[src/rtl/math_seq_unit.sv]
// Sequential CSR math engine: mul/div/mod/sqrt with CTRL/STATUS/RES handshake.
// Define MATH_SEQ_SIGNED_EN to enable signed ops 4-6 (MULS/DIVS/MODS).
`ifndef HBIT_TGT_CSR
`define HBIT_TGT_CSR 3
`endif
`ifndef CSR_IDX_MATH_CTRL
`define CSR_IDX_MATH_CTRL 8
`endif
`ifndef CSR_IDX_MATH_STATUS
`define CSR_IDX_MATH_STATUS 9
`endif
`ifndef CSR_IDX_MATH_RES0
`define CSR_IDX_MATH_RES0 10
`endif
`ifndef CSR_IDX_MATH_RES1
`define CSR_IDX_MATH_RES1 11
`endif

module math_seq_unit #(
  parameter int W  = 24,
  parameter int AW = `HBIT_TGT_CSR+1
) (
  input  logic          iw_clk,
  input  logic          iw_rst_n,
  input  logic [W-1:0]  iw_math_ctrl,
  input  logic [W-1:0]  iw_math_opa,
  input  logic [W-1:0]  iw_math_opb,
  output logic          ow_csr_wen,
  output logic [AW-1:0] ow_csr_waddr,
  output logic [W-1:0]  ow_csr_wdata
);
  typedef enum logic [2:0] {
    S_IDLE, S_ACK, S_BUSYW, S_RUN, S_RES0, S_RES1, S_STAT
  } state_t;

  localparam int CW = $clog2(W) + 1;
  localparam logic [AW-1:0] A_CTRL = AW'(`CSR_IDX_MATH_CTRL);
  localparam logic [AW-1:0] A_ST   = AW'(`CSR_IDX_MATH_STATUS);
  localparam logic [AW-1:0] A_R0   = AW'(`CSR_IDX_MATH_RES0);
  localparam logic [AW-1:0] A_R1   = AW'(`CSR_IDX_MATH_RES1);

  function automatic logic op_ok(input logic [3:0] op);
`ifdef MATH_SEQ_SIGNED_EN
    return op <= 4'd6;
`else
    return op <= 4'd3;
`endif
  endfunction
  function automatic logic op_mul(input logic [3:0] op);
    return op == 4'd0 || op == 4'd4;
  endfunction
  function automatic logic op_dv(input logic [3:0] op);
    return op == 4'd1 || op == 4'd5;
  endfunction
  function automatic logic op_md(input logic [3:0] op);
    return op == 4'd2 || op == 4'd6;
  endfunction
  function automatic logic op_sq(input logic [3:0] op);
    return op == 4'd3;
  endfunction

  state_t        state_q, state_d;
  logic [3:0]    op_q, op_d;
  logic [W-1:0]  hi_q, hi_d, lo_q, lo_d, b_q, b_d;
  logic [CW-1:0] cnt_q, cnt_d;
  logic          dz_q, dz_d, il_q, il_d, ab_q, ab_d;
  logic          wen_q, wen_d;
  logic [AW-1:0] waddr_q, waddr_d;
  logic [W-1:0]  wdata_q, wdata_d;

  logic [3:0]    op_in;
  logic [W-1:0]  a_in, b_in;
  assign op_in = iw_math_ctrl[4:1];

`ifdef MATH_SEQ_SIGNED_EN
  logic nq_q, nq_d, nr_q, nr_d;
  logic sg_in;
  assign sg_in = op_in inside {4'd4, 4'd5, 4'd6};
  // Engine is unsigned: feed magnitudes, fix signs on the way out
  assign a_in = (sg_in && iw_math_opa[W-1]) ? -iw_math_opa : iw_math_opa;
  assign b_in = (sg_in && iw_math_opb[W-1]) ? -iw_math_opb : iw_math_opb;
`else
  assign a_in = iw_math_opa;
  assign b_in = iw_math_opb;
`endif

  logic [W:0]   sum, dt;
  logic [W-1:0] rs, tr;

  always_comb begin
    state_d = state_q;
    op_d    = op_q;
    hi_d    = hi_q;
    lo_d    = lo_q;
    b_d     = b_q;
    cnt_d   = cnt_q;
    dz_d    = dz_q;
    il_d    = il_q;
    ab_d    = ab_q;
`ifdef MATH_SEQ_SIGNED_EN
    nq_d    = nq_q;
    nr_d    = nr_q;
`endif
    sum     = '0;
    dt      = '0;
    rs      = '0;
    tr      = '0;
    unique case (state_q)
      S_IDLE: if (iw_math_ctrl[0]) begin
        state_d = S_ACK;
        op_d    = op_in;
        hi_d    = '0;
        lo_d    = a_in;
        b_d     = op_sq(op_in) ? '0 : b_in;
        cnt_d   = op_sq(op_in) ? CW'(W/2-1) : CW'(W-1);
        il_d    = !op_ok(op_in);
        dz_d    = op_ok(op_in) && (op_dv(op_in) || op_md(op_in))
                  && iw_math_opb == '0;
        ab_d    = 1'b0;
`ifdef MATH_SEQ_SIGNED_EN
        nq_d    = sg_in && (iw_math_opa[W-1] ^ iw_math_opb[W-1]);
        nr_d    = sg_in && iw_math_opa[W-1];
`endif
      end
      S_ACK:   state_d = S_BUSYW;
      S_BUSYW: state_d = (dz_q || il_q) ? S_RES0 : S_RUN;
      S_RUN: if (iw_math_ctrl[5]) begin
        state_d = S_STAT;
        ab_d    = 1'b1;
      end else begin
        cnt_d = cnt_q - 1'b1;
        if (cnt_q == '0) state_d = S_RES0;
        unique case (1'b1)
          op_mul(op_q): begin
            sum          = {1'b0, hi_q} + {1'b0, b_q & {W{lo_q[0]}}};
            {hi_d, lo_d} = {sum, lo_q[W-1:1]};
          end
          op_sq(op_q): begin
            // b_q holds the partial root, hi_q the running remainder
            rs   = {hi_q[W-3:0], lo_q[W-1:W-2]};
            tr   = {b_q[W-3:0], 2'b01};
            lo_d = {lo_q[W-3:0], 2'b00};
            if (rs >= tr) begin
              hi_d = rs - tr;
              b_d  = {b_q[W-2:0], 1'b1};
            end else begin
              hi_d = rs;
              b_d  = {b_q[W-2:0], 1'b0};
            end
          end
          default: begin
            dt = {hi_q, lo_q[W-1]} - {1'b0, b_q};
            if (!dt[W]) begin
              hi_d = dt[W-1:0];
              lo_d = {lo_q[W-2:0], 1'b1};
            end else begin
              hi_d = {hi_q[W-2:0], lo_q[W-1]};
              lo_d = {lo_q[W-2:0], 1'b0};
            end
          end
        endcase
      end
      S_RES0:  state_d = S_RES1;
      S_RES1:  state_d = S_STAT;
      S_STAT:  state_d = S_IDLE;
      default: state_d = S_IDLE;
    endcase
  end

  logic [2*W-1:0] prod;
  logic [W-1:0]   quo, rem, res0, res1;
  logic           zr;

  always_comb begin
`ifdef MATH_SEQ_SIGNED_EN
    prod = nq_q ? -{hi_q, lo_q} : {hi_q, lo_q};
    quo  = nq_q ? -lo_q : lo_q;
    rem  = nr_q ? -hi_q : hi_q;
`else
    prod = {hi_q, lo_q};
    quo  = lo_q;
    rem  = hi_q;
`endif
    zr   = dz_q || il_q;
    res0 = '0;
    res1 = '0;
    if (!zr) begin
      unique case (1'b1)
        op_mul(op_q): begin
          res0 = prod[W-1:0];
          res1 = prod[2*W-1:W];
        end
        op_sq(op_q): res0 = b_q;
        op_dv(op_q): begin
          res0 = quo;
          res1 = rem;
        end
        default: res0 = rem;
      endcase
    end
  end

  always_comb begin
    wen_d   = 1'b0;
    waddr_d = '0;
    wdata_d = '0;
    unique case (state_q)
      S_ACK: begin
        wen_d   = 1'b1;
        waddr_d = A_CTRL;
        wdata_d = iw_math_ctrl & ~W'(33);
      end
      S_BUSYW: begin
        wen_d   = 1'b1;
        waddr_d = A_ST;
        wdata_d = W'(2);
      end
      S_RES0: begin
        wen_d   = 1'b1;
        waddr_d = A_R0;
        wdata_d = res0;
      end
      S_RES1: begin
        wen_d   = 1'b1;
        waddr_d = A_R1;
        wdata_d = res1;
      end
      S_STAT: begin
        wen_d   = 1'b1;
        waddr_d = A_ST;
        wdata_d = W'({il_q, ab_q, dz_q, 2'b01});
      end
      default: ;
    endcase
  end

  always_ff @(posedge iw_clk or negedge iw_rst_n) begin
    if (!iw_rst_n) begin
      state_q <= S_IDLE;
      op_q    <= '0;
      hi_q    <= '0;
      lo_q    <= '0;
      b_q     <= '0;
      cnt_q   <= '0;
      dz_q    <= 1'b0;
      il_q    <= 1'b0;
      ab_q    <= 1'b0;
      wen_q   <= 1'b0;
      waddr_q <= '0;
      wdata_q <= '0;
`ifdef MATH_SEQ_SIGNED_EN
      nq_q    <= 1'b0;
      nr_q    <= 1'b0;
`endif
    end else begin
      state_q <= state_d;
      op_q    <= op_d;
      hi_q    <= hi_d;
      lo_q    <= lo_d;
      b_q     <= b_d;
      cnt_q   <= cnt_d;
      dz_q    <= dz_d;
      il_q    <= il_d;
      ab_q    <= ab_d;
      wen_q   <= wen_d;
      waddr_q <= waddr_d;
      wdata_q <= wdata_d;
`ifdef MATH_SEQ_SIGNED_EN
      nq_q    <= nq_d;
      nr_q    <= nr_d;
`endif
    end
  end

  assign ow_csr_wen   = wen_q;
  assign ow_csr_waddr = waddr_q;
  assign ow_csr_wdata = wdata_q;

endmodule

[config.mk]
export PLATFORM = sky130hd
export DESIGN_NAME = math_seq_unit
export DESIGN_NICKNAME = d
export VERILOG_FILES = /design/src/rtl/math_seq_unit.sv
export SDC_FILE = /design/constraint.sdc
export NUM_CORES = 1
export LEC_CHECK = 0
export CAP_MARGIN = 10
export CORE_MARGIN = 2
export CORE_UTILIZATION = 59
export CTS_CLUSTER_SIZE = 25
export DETAILED_ROUTE_END_ITERATION = 16
export PLACE_DENSITY = 0.82
export SYNTH_ARGS = -nofsm -noshare
export SYNTH_HDL_FRONTEND = slang
export SYNTH_SLANG_ARGS = --single-unit
[constraint.sdc]
create_clock -name iw_clk -period 4.8 [get_ports iw_clk]
set_clock_uncertainty 0.15 [all_clocks]
set_input_delay 0.48 -clock iw_clk [delete_from_list [all_inputs] [get_ports iw_clk]]
set_output_delay 0.48 -clock iw_clk [all_outputs]
set_load 0.05 [all_outputs]
==> run summary, run 1 <==
The run finished with clean final reports. The count of distinct cell types in the synthesized netlist is 76. Once detail routing completed, the nets flagged for antenna violations numbered 0. Row generation in the floorplan step produced 48 rows. The relative slew slack was 22.7%; the peak fanout along the critical path was 20. Buffers placed on the I/O ports in this run total 101. The insertion delay to the later sink of the worst-skew pair is 0.42 ns. The logs give 0.433 mV for the highest ir drop seen on vdd and 11000 for the detailed-route via count.

The transition time at the pin with the least slew margin works out to 1.16 ns. The iteration count of the initial detailed-routing pass came out at 6. During synthesis, Yosys emitted a total of 0 warnings. Of the available clock period, the critical path in the final layout requires 80.4%. For the global-route wire length before repair, the log shows 53.8 mm. The run gives 0 as the final antenna diode count. In this design, the stage delay of the slowest critical-path cell is 0.75 ns. In this run the cell area of the synthesized design comes to 10400 sq um.

The number of hold violations in the final report is 0. For the final max-slew violation count, the log shows 0. The critical path goes through inv_1 -> ha_1 -> a21oi_1 -> o21ai_0 -> a221oi_1 -> o21a_1 -> buf_4 -> nor2_1 -> a21oi_1 -> o22ai_1 -> a221o_1. The floorplan step defined a core boundary enclosing 17200 sq um. The floorplan step set the die height to 137 microns. STA classifies the critical path startpoint as a flip-flop. For this design the top-level I/O count stands at 103. Summing all flip-flop and latch instances after layout gives 2900 sq um. The leakage power is 5.32 nW, and the routability congestion estimate from global placement is 1.01.

Data arrives at the worst endpoint at 4.01 ns. The number of antenna violations at the first check in global routing was 1; the routed via count divided by cell count was 6.84. The most common flop cell mapped by yosys was sky130_fd_sc_hd__dfrtp_1. The tools report the net count reported at finish as 1522. Clock tree synthesis found a total of 116 sinks.

The synthesized design contains 0 enable-type register cells. For this design the ratio of total power to cell area is 732 nW/um^2. The highest achievable clock rate was 259 MHz; the aggregate negative setup slack was 0 ns.

TritonCTS built the clock tree. The floorplan step set the die width to 137 microns. Timing analysis after detailed placement gives a worst setup slack of 1.05 ns. The critical path contains buffers and inverters numbering 2 combined. Counting flops and latches in the post-synthesis netlist gives 116. For the total of max-cap violations, the log shows 0. The fraction of the mapped netlist area in compound gates works out to 33.0%. For the final wirelength, the log shows 34.9 mm. The buffer cell driving the clock tree root is sky130_fd_sc_hd__clkbuf_16. Of the cells placed in the final design, the portion with a size suffix greater than 1 is 6.21%. In the routed design, unresolved DRC markers number 0. Time the worst path needs with I/O delays and setup: 3.86 ns. On the final layout, the worst hold slack is 0.359 ns.

Entering global routing, the biggest net connects 61 pins. Slowest cell on the critical path: sky130_fd_sc_hd__o21a_1. After synthesis, the share of flip-flops with an asynchronous set or reset is 100%.

Setup violations remaining at the end of the flow were counted as 0. For the number of levels in the clock H-tree, the log shows 4. In the post-route analysis, the smallest setup slack over all paths is 0.941 ns.

Global routing used 37.1% of the available tracks across all layers. The worst setup path is captured at a flip-flop. Counting along the longest clock path gives a buffer depth of 2. The worst hold path belongs to the class reg2reg. The type of the setup path with the least slack is reg2reg. Post-CTS timing repair inserted 0 buffers for setup. Sequential elements use 28.0% of the synthesized area. From synthesis to final layout, the design area changed by 17.2%. The multi-input combinational cell area is 7010 sq um, and the synthesized net count is 1464.

Once detailed placement completed, the half-perimeter wirelength came to 25.7 mm. The quantity of hold-fixing buffers added after cts is 1. Setup repair after global routing left no endpoint under its margin.

TritonCTS created 17 clock buffers. The count of instances resized after the clock tree is built is 0. The clock transition time at the flip-flop clock pins of the worst setup and hold paths came out at 0.06 ns. Data on the critical path is required at its endpoint by 4.95 ns.

For this configuration, the core starts out at a cell density of 60.2%. Fill cells in the final layout number 1417. After Yosys synthesis, XOR and XNOR cells account for 5.40% of the synthesized area. Dominant cell type by count on the critical path: sky130_fd_sc_hd__a21oi_1.

Summing the areas of all fa, ha and maj instances in the mapped netlist gives 9.31% of the synthesized area. The kind of cell adding the most delay to the critical path was compound AO/OA/AOI/OAI gates. Fraction of synthesized area in multiplexers: 2.69%. The DRC violation total after the first TritonRoute iteration was 1487; the die area was 18700 sq um.

The routed length per instance was 21.6 microns; the global route total overflow was 0. The via count of the first global-routing pass was 10200; the average cell area after synthesis was 7.90 sq um. Main combinational cell family by area after synthesis: compound AO/OA/AOI/OAI gates.

The share of synthesized cell area in and, or, nand and nor gates works out to 16.7%. Counting every instance in the synthesized netlist gives 1314.
[registers in the layout, indices dropped and copies added, names as in the netlist]
signal and count:
cnt_q 6, ab_q 1, hi_q 24, lo_q 24
state_q 3, ow_csr_wen 1, op_q 4, ow_csr_waddr 3
ow_csr_wdata 24, dz_q 1, b_q 24, il_q 1
[worst paths after layout]
check,to,depth (start not counted),startpoint,slack [ns]
worst max-delay path,hi_q[4],11,b_q[13],0.94
worst min-delay path,cnt_q[0],1,cnt_q[0],0.36
worst max register to register,hi_q[4],11,b_q[13],0.94
worst min register to register,cnt_q[0],1,cnt_q[0],0.36
max in group asynchronous,b_q[20],3,iw_rst_n,2.94
min in group asynchronous,hi_q[23],2,iw_rst_n,0.43
[through the flow]
stage	instances	instance area [sq um]	util [%]	total power (W)
final	1610	12200	70.6	0.00890
after global routing	1610	12200	70.6	0.00945
after CTS	1610	12200	70.6	0.00875
after detailed placement	1577	11500	66.8	0.00733
after global placement	1577	11500	66.8	0.00727
after floorplan	1314	10400	-	0.00583
[final cells by class]
class                      count  area share [%]
sequential                   116            23.9
clock inverter                14            1.68
multi-input combinational   1072            57.6
clock buffer                  18            3.53
timing repair buffer         124            9.73
tap                          225            2.31
inverter                      41            1.27
[cell usage after synthesis (4+ instances only)]
cell                       number  area, sq um
sky130_fd_sc_hd__a21oi_1      164          821
sky130_fd_sc_hd__nand2_1      143          537
sky130_fd_sc_hd__nor2_1       119          447
sky130_fd_sc_hd__dfrtp_1      116         2900
sky130_fd_sc_hd__o21ai_0       94          470
sky130_fd_sc_hd__a22oi_1       78          586
sky130_fd_sc_hd__ha_1          74          926
sky130_fd_sc_hd__clkbuf_1      63          236
sky130_fd_sc_hd__xnor2_1       42          368
sky130_fd_sc_hd__inv_1         41          154
sky130_fd_sc_hd__and2_1        31          194
sky130_fd_sc_hd__a21o_1        26          195
sky130_fd_sc_hd__nand3_1       25          125
sky130_fd_sc_hd__xor2_1        22          193
sky130_fd_sc_hd__mux2i_1       20          200
sky130_fd_sc_hd__a221o_1       19          190
sky130_fd_sc_hd__a31oi_1       14         87.6
sky130_fd_sc_hd__nor3_1        13         65.1
sky130_fd_sc_hd__o22ai_1       12         75.1
sky130_fd_sc_hd__a211oi_1      11         82.6
sky130_fd_sc_hd__a221oi_1      11         96.3
sky130_fd_sc_hd__nand2b_1      11         68.8
sky130_fd_sc_hd__o21a_1        11         82.6
sky130_fd_sc_hd__nand4_1       10         62.6
sky130_fd_sc_hd__o31ai_1       10         75.1
sky130_fd_sc_hd__o211ai_1       9         67.6
sky130_fd_sc_hd__buf_1          8         30.0
sky130_fd_sc_hd__buf_2          8         40.0
sky130_fd_sc_hd__nor2b_1        8         50.1
sky130_fd_sc_hd__nor4_1         8         50.1
sky130_fd_sc_hd__mux2_2         7         78.8
sky130_fd_sc_hd__o21bai_1       6         45.0
sky130_fd_sc_hd__a21boi_0       4         30.0
sky130_fd_sc_hd__and3_1         4         25.0
sky130_fd_sc_hd__o211a_1        4         40.0
[layer usage]
layer | vias to the layer above | GRT usage [%] | routed length [microns]
li1 | 4982 | - | -
met1 | 5186 | 49.1 | 13900
met2 | 722 | 58.9 | 15800
met3 | 125 | 7.74 | 3750
met4 | 2 | 15.9 | 1400
met5 | - | 0 | 13
[layout by cell type (no fill, tap or decap), types with 22 or more instances in the layout]
master	n
sky130_fd_sc_hd__ha_1	74
sky130_fd_sc_hd__xnor2_1	42
sky130_fd_sc_hd__and2_1	31
sky130_fd_sc_hd__nand3_1	25
sky130_fd_sc_hd__dfrtp_1	116
sky130_fd_sc_hd__a22oi_1	78
sky130_fd_sc_hd__a21o_1	26
sky130_fd_sc_hd__o21ai_0	94
sky130_fd_sc_hd__xor2_1	22
sky130_fd_sc_hd__nand2_1	143
sky130_fd_sc_hd__inv_1	41
sky130_fd_sc_hd__buf_4	23
sky130_fd_sc_hd__nor2_1	117
sky130_fd_sc_hd__a21oi_1	163
sky130_fd_sc_hd__clkdlybuf4s50_1	100
[report_power, final]
group          switching, W  leakage, nW  internal (W)
combinational       0.00340         3.54       0.00208
sequential         0.000668         1.47       0.00137
clock              0.000502        0.309      0.000875
total               0.00457         5.32       0.00433
[logic make-up (layout without fill, tap and decap cells)]
logic type | count (synthesis) | after routing
flops | 116 | 116
simple gates | 385 | 385
compound gates | 519 | 519
buf+inv | 126 | 197
xor+xnor | 64 | 64
fa+ha+maj | 76 | 76
mux | 27 | 27
other cells | 1 | 1
Power figures use the tool's default switching activity.
==> run 2, diff against run 1 <==
--- a/config.mk
+++ b/config.mk
@@ -7,10 +7,10 @@
 export LEC_CHECK = 0
 export CAP_MARGIN = 10
 export CORE_MARGIN = 2
-export CORE_UTILIZATION = 59
+export CORE_UTILIZATION = 53
 export CTS_CLUSTER_SIZE = 25
 export DETAILED_ROUTE_END_ITERATION = 16
-export PLACE_DENSITY = 0.82
+export PLACE_DENSITY = 0.78
 export SYNTH_ARGS = -nofsm -noshare
 export SYNTH_HDL_FRONTEND = slang
 export SYNTH_SLANG_ARGS = --single-unit
==> constraint.sdc (replaced) <==
create_clock -name iw_clk -period 3.11 [get_ports iw_clk]
set_clock_uncertainty 0.15 [all_clocks]
set_input_delay 0.311 -clock iw_clk [delete_from_list [all_inputs] [get_ports iw_clk]]
set_output_delay 0.311 -clock iw_clk [all_outputs]
set_load 0.05 [all_outputs]
==> run 2 against run 1 <==
Against the previous run: setup slack got worse by 1.2 ns; utilization rose by 0.72 points; the run now ends with negative setup slack left; non-clock buffer count rose by 165; clock power rose by 34%; critical endpoint is now hi_q[12]; critical path depth rose by 5; largest cell class unchanged; combinational power rose by 99%; fmax rose by 16%; sequential cell count did not move; critical path type unchanged; largest power group unchanged.
==> run summary, run 2 (synthesis results as in run 1) <==
The tools report the number of standard cells in the layout, taps in and fillers out as 1815 (was 1610). TritonCTS built the clock tree. The total track usage was 36.0% (was 37.1%). Multi-input combinational cell area: 7290 sq um (was 7010 sq um). The insertion delay to the later sink of the worst-skew pair was 0.43 ns (was 0.42 ns). The number of cells after detailed placement is 1759 (was 1577). The number of DRC violations after detailed routing was 0 (unchanged).

The highest ir drop seen on vdd was 0.645 mV (was 0.433 mV). The run gives 1687 (was 1522) as the net count reported at finish. The terminus of the critical flop-to-flop path was hi_q[12] (was hi_q[4]).

The logs give -2.39 ns (was 0 ns) for the aggregate negative setup slack and 0 (unchanged) for the remaining antenna violation count after routing. For the cell-internal power, the log shows 0.00786 W (was 0.00433 W). For the sum of net half-perimeters after detailed placement, the log shows 28.0 mm (was 25.7 mm).

The run gives 9 (was 6) as the iteration count of the initial detailed-routing pass. The relative slew slack came out at 35.6% (was 22.7%). The final max-slew violation count was 0 (unchanged). Type of the setup path with the least slack: reg2reg (unchanged).

The clock sink count is 116 (unchanged). Global route total overflow: 0 (unchanged). The final period utilization works out to 107% (was 80.4%). The run gives 3.49 ns (was 4.01 ns) as the arrival time reported for the critical path endpoint.

The tools report the worst path setup slack after routing as -0.218 ns (was 0.941 ns). The run finished, with violations left. The tools report the reg2reg setup slack as -0.22 ns (was 0.94 ns).

The clock share of power is 11.9% (was 15.5%). Buffer cell driving the clock tree root: sky130_fd_sc_hd__clkbuf_16 (unchanged). The routed length per instance is 20.7 microns (was 21.6 microns), and the number of levels in the clock H-tree is 4 (unchanged). Critical path, cell by cell: buf_4 -> ha_2 -> inv_1 -> fa_2 -> a211oi_2 -> nor2_2 -> a41oi_2 -> buf_6 -> o21ai_4 -> a211oi_4 -> buf_4 -> buf_12 -> buf_4 -> mux2i_1 -> nand2_1 -> a22o_1 (was inv_1 -> ha_1 -> a21oi_1 -> o21ai_0 -> a221oi_1 -> o21a_1 -> buf_4 -> nor2_1 -> a21oi_1 -> o22ai_1 -> a221o_1). The number of placed I/O pins was 103 (unchanged); the count of cells along the worst register-to-register path was 16 (was 11).

The register cell area after layout is 2900 sq um (about the same), and the peak fanout along the critical path is 7 (was 20). The initial cell density of the core is 53.7% (was 60.2%), and the share of total power in sequential cells is 18.2% (was 22.9%). The DRC violation total after the first TritonRoute iteration came out at 1181 (was 1487).

Commonest non-fill, non-tap cell in the layout: sky130_fd_sc_hd__buf_4 (was sky130_fd_sc_hd__a21oi_1). The slowest cell on the critical path was sky130_fd_sc_hd__dfrtp_1 (was sky130_fd_sc_hd__o21a_1). Via count of the first global-routing pass: 10700 (was 10200).

The vertical die dimension works out to 144 microns (was 137 microns). For the leakage power, the log shows 6.16 nW (was 5.32 nW). The detailed-route via count was 11400 (was 11000); the final wirelength was 37.6 mm (was 34.9 mm). The data required time of the worst path is 3.27 ns (was 4.95 ns). The transition time at the pin with the least slew margin is 0.964 ns (was 1.16 ns).

The number of antenna violations at the first check in global routing is 0 (was 1). Final antenna diode count: 0 (unchanged). Kind of end point of the critical path: a flip-flop (unchanged). The row count is 51 (was 48). The floorplan die width was 144 microns (was 137 microns); the number of port buffers was 101 (unchanged).

The tools report the maximum number of pins on one net before global-route repair as 51 (was 61). Sink of the worst hold path: ow_csr_wdata[20] (was cnt_q[0]). The growth of design area from synthesis to finish came out at 32.9% (was 17.2%). The logs give 0.289 ns (was 0.359 ns) for the final worst hold slack and 57.4 mm (was 53.8 mm) for the global-route wire length before repair. The highest achievable clock rate was 300 MHz (was 259 MHz); the die area was 20700 sq um (was 18700 sq um). The setup-violating endpoint count in the final report is 18 (was 0), and the fill cell instance count of the final layout is 1530 (was 1417). Setup repair after global routing could not meet its margin everywhere. The final reports fail on negative setup slack.

The number of buffers created by CTS is 17 (unchanged), and the total of max-cap violations is 0 (unchanged). The switching power as a share of total power was 49.4% (was 51.4%). The number of buffers and inverters on the critical path came out at 6 (was 2). Kind of cell adding the most delay to the critical path: compound AO/OA/AOI/OAI gates (unchanged).

The tools report the startpoint of the worst register-to-register path as b_q[0] (was b_q[13]). The largest buffer count on any clock path is 2 (unchanged), and the power spent charging and discharging nets is 0.00767 W (was 0.00457 W). The time the worst path needs with I/O delays and setup is 3.33 ns (was 3.86 ns).

The routed via count divided by cell count was 6.27 (was 6.84). Most used cells in the layout excluding fill and tap cells: 176 x sky130_fd_sc_hd__buf_4, 159 x sky130_fd_sc_hd__a21oi_1, 143 x sky130_fd_sc_hd__nand2_1, 115 x sky130_fd_sc_hd__nor2_1, 115 x sky130_fd_sc_hd__dfrtp_1 (was 163 x sky130_fd_sc_hd__a21oi_1, 143 x sky130_fd_sc_hd__nand2_1, 117 x sky130_fd_sc_hd__nor2_1, 116 x sky130_fd_sc_hd__dfrtp_1, 100 x sky130_fd_sc_hd__clkdlybuf4s50_1). The delay of the slowest cell on the worst path came out at 0.42 ns (was 0.75 ns). Dominant cell type by count on the critical path: sky130_fd_sc_hd__buf_4 (was sky130_fd_sc_hd__a21oi_1). The kind of launch point of the worst setup path was a flip-flop (unchanged). The number of instances on the worst hold path is 3 (was 1), and the portion of total power attributed to combinational logic is 69.9% (was 61.6%). The start point of the worst hold path was iw_math_ctrl[20] (was cnt_q[0]).

The core outline area is 19300 sq um (was 17200 sq um), and the routability congestion estimate from global placement is 0.998 (was 1.01). The number of hold violations in the final report is 0 (unchanged), and the ratio of total power to cell area is 1130 nW/um^2 (was 732 nW/um^2). The clock transition time at the flip-flop clock pins of the worst setup and hold paths came out at 0.06 ns (about the same).

Layout cell share with drive strength beyond 1: 19.4% (was 6.21%). Class of the most critical hold timing path: in2reg (was reg2reg).
## run 2: worst reg2reg max path: cells and delay by family, from the launching register on
| kind | cells | cell delay, ns |
|---|---|---|
| AOI/OAI and AO/OA | 5 | 1.03 |
| buffers and inverters | 6 | 0.77 |
| adders and majority gates | 2 | 0.52 |
| DFF | 1 | 0.42 |
| and+or+nand+nor | 2 | 0.16 |
| muxes | 1 | 0.16 |
## run 2: timing repair
action                                  in CTS  in global routing
endpoints found under the hold margin       48                  0
endpoints found under the setup margin      20                 25
gates cloned                                 1                  2
resized for setup                           21                 47
pin swaps                                   18                 22
buffers inserted                            10                 11
hold buffers                                 1                  0
## run 2: per-stage QoR
stage	setup slack (ns)	power (W)	instance area [sq um]	util [%]
after global routing	-0.303	0.0165	13800	71.3
final	-0.218	0.0155	13800	71.3
after floorplan	-0.132	0.00906	10400	-
after global placement	-0.135	0.0126	12700	65.9
after detailed placement	-0.179	0.0128	12700	65.9
after CTS	-0.0955	0.0149	13500	69.8
## run 2: worst max path at each step
stage                         from       end  depth (start not counted)
final                       b_q[0]  hi_q[12]                         16
after global routing       lo_q[0]  hi_q[19]                         12
after CTS                  lo_q[0]  hi_q[19]                         12
after detailed placement  lo_q[23]   hi_q[6]                         13
after global placement     lo_q[0]  hi_q[19]                         12
after floorplan            lo_q[0]  hi_q[19]                         14
## run 2: power groups by stage
stage	combinational [W]	sequential [W]	clock, W
finish	0.0109	0.00283	0.00185
floorplan	0.00598	0.00308	0
detailed placement	0.00996	0.00281	0
global route	0.0117	0.00289	0.00192
CTS	0.0103	0.00280	0.00185
global placement	0.00979	0.00279	0
## run 2: cell type report
class | count | area share [%]
Clock buffer | 20 | 3.17
Clock inverter | 12 | 0.781
Inverter | 41 | 1.12
Multi-Input combinational cell | 1072 | 52.9
Sequential cell | 116 | 21.1
Tap cell | 265 | 2.41
Timing Repair Buffer | 289 | 18.5
## run 2: per-layer routing
metal | wire, microns | part of all wire, % | vias to the layer above | global-route usage [%]
met5 | 0 | 0 | - | 0
met4 | 2000 | 5.3 | 0 | 17.1
met3 | 3460 | 9.2 | 119 | 7.96
met2 | 17300 | 46 | 623 | 57.8
met1 | 14800 | 39 | 5347 | 46.0
li1 | - | - | 5299 | -
==> run 3, diff against run 2 <==
--- a/config.mk
+++ b/config.mk
@@ -5,7 +5,7 @@
 export SDC_FILE = /design/constraint.sdc
 export NUM_CORES = 1
 export LEC_CHECK = 0
-export CAP_MARGIN = 10
+export CAP_MARGIN = 20
 export CORE_MARGIN = 2
 export CORE_UTILIZATION = 53
 export CTS_CLUSTER_SIZE = 25
==> results of run 3 <==
Same layout as run 2: the final DEF is identical, and so are final timing and power.
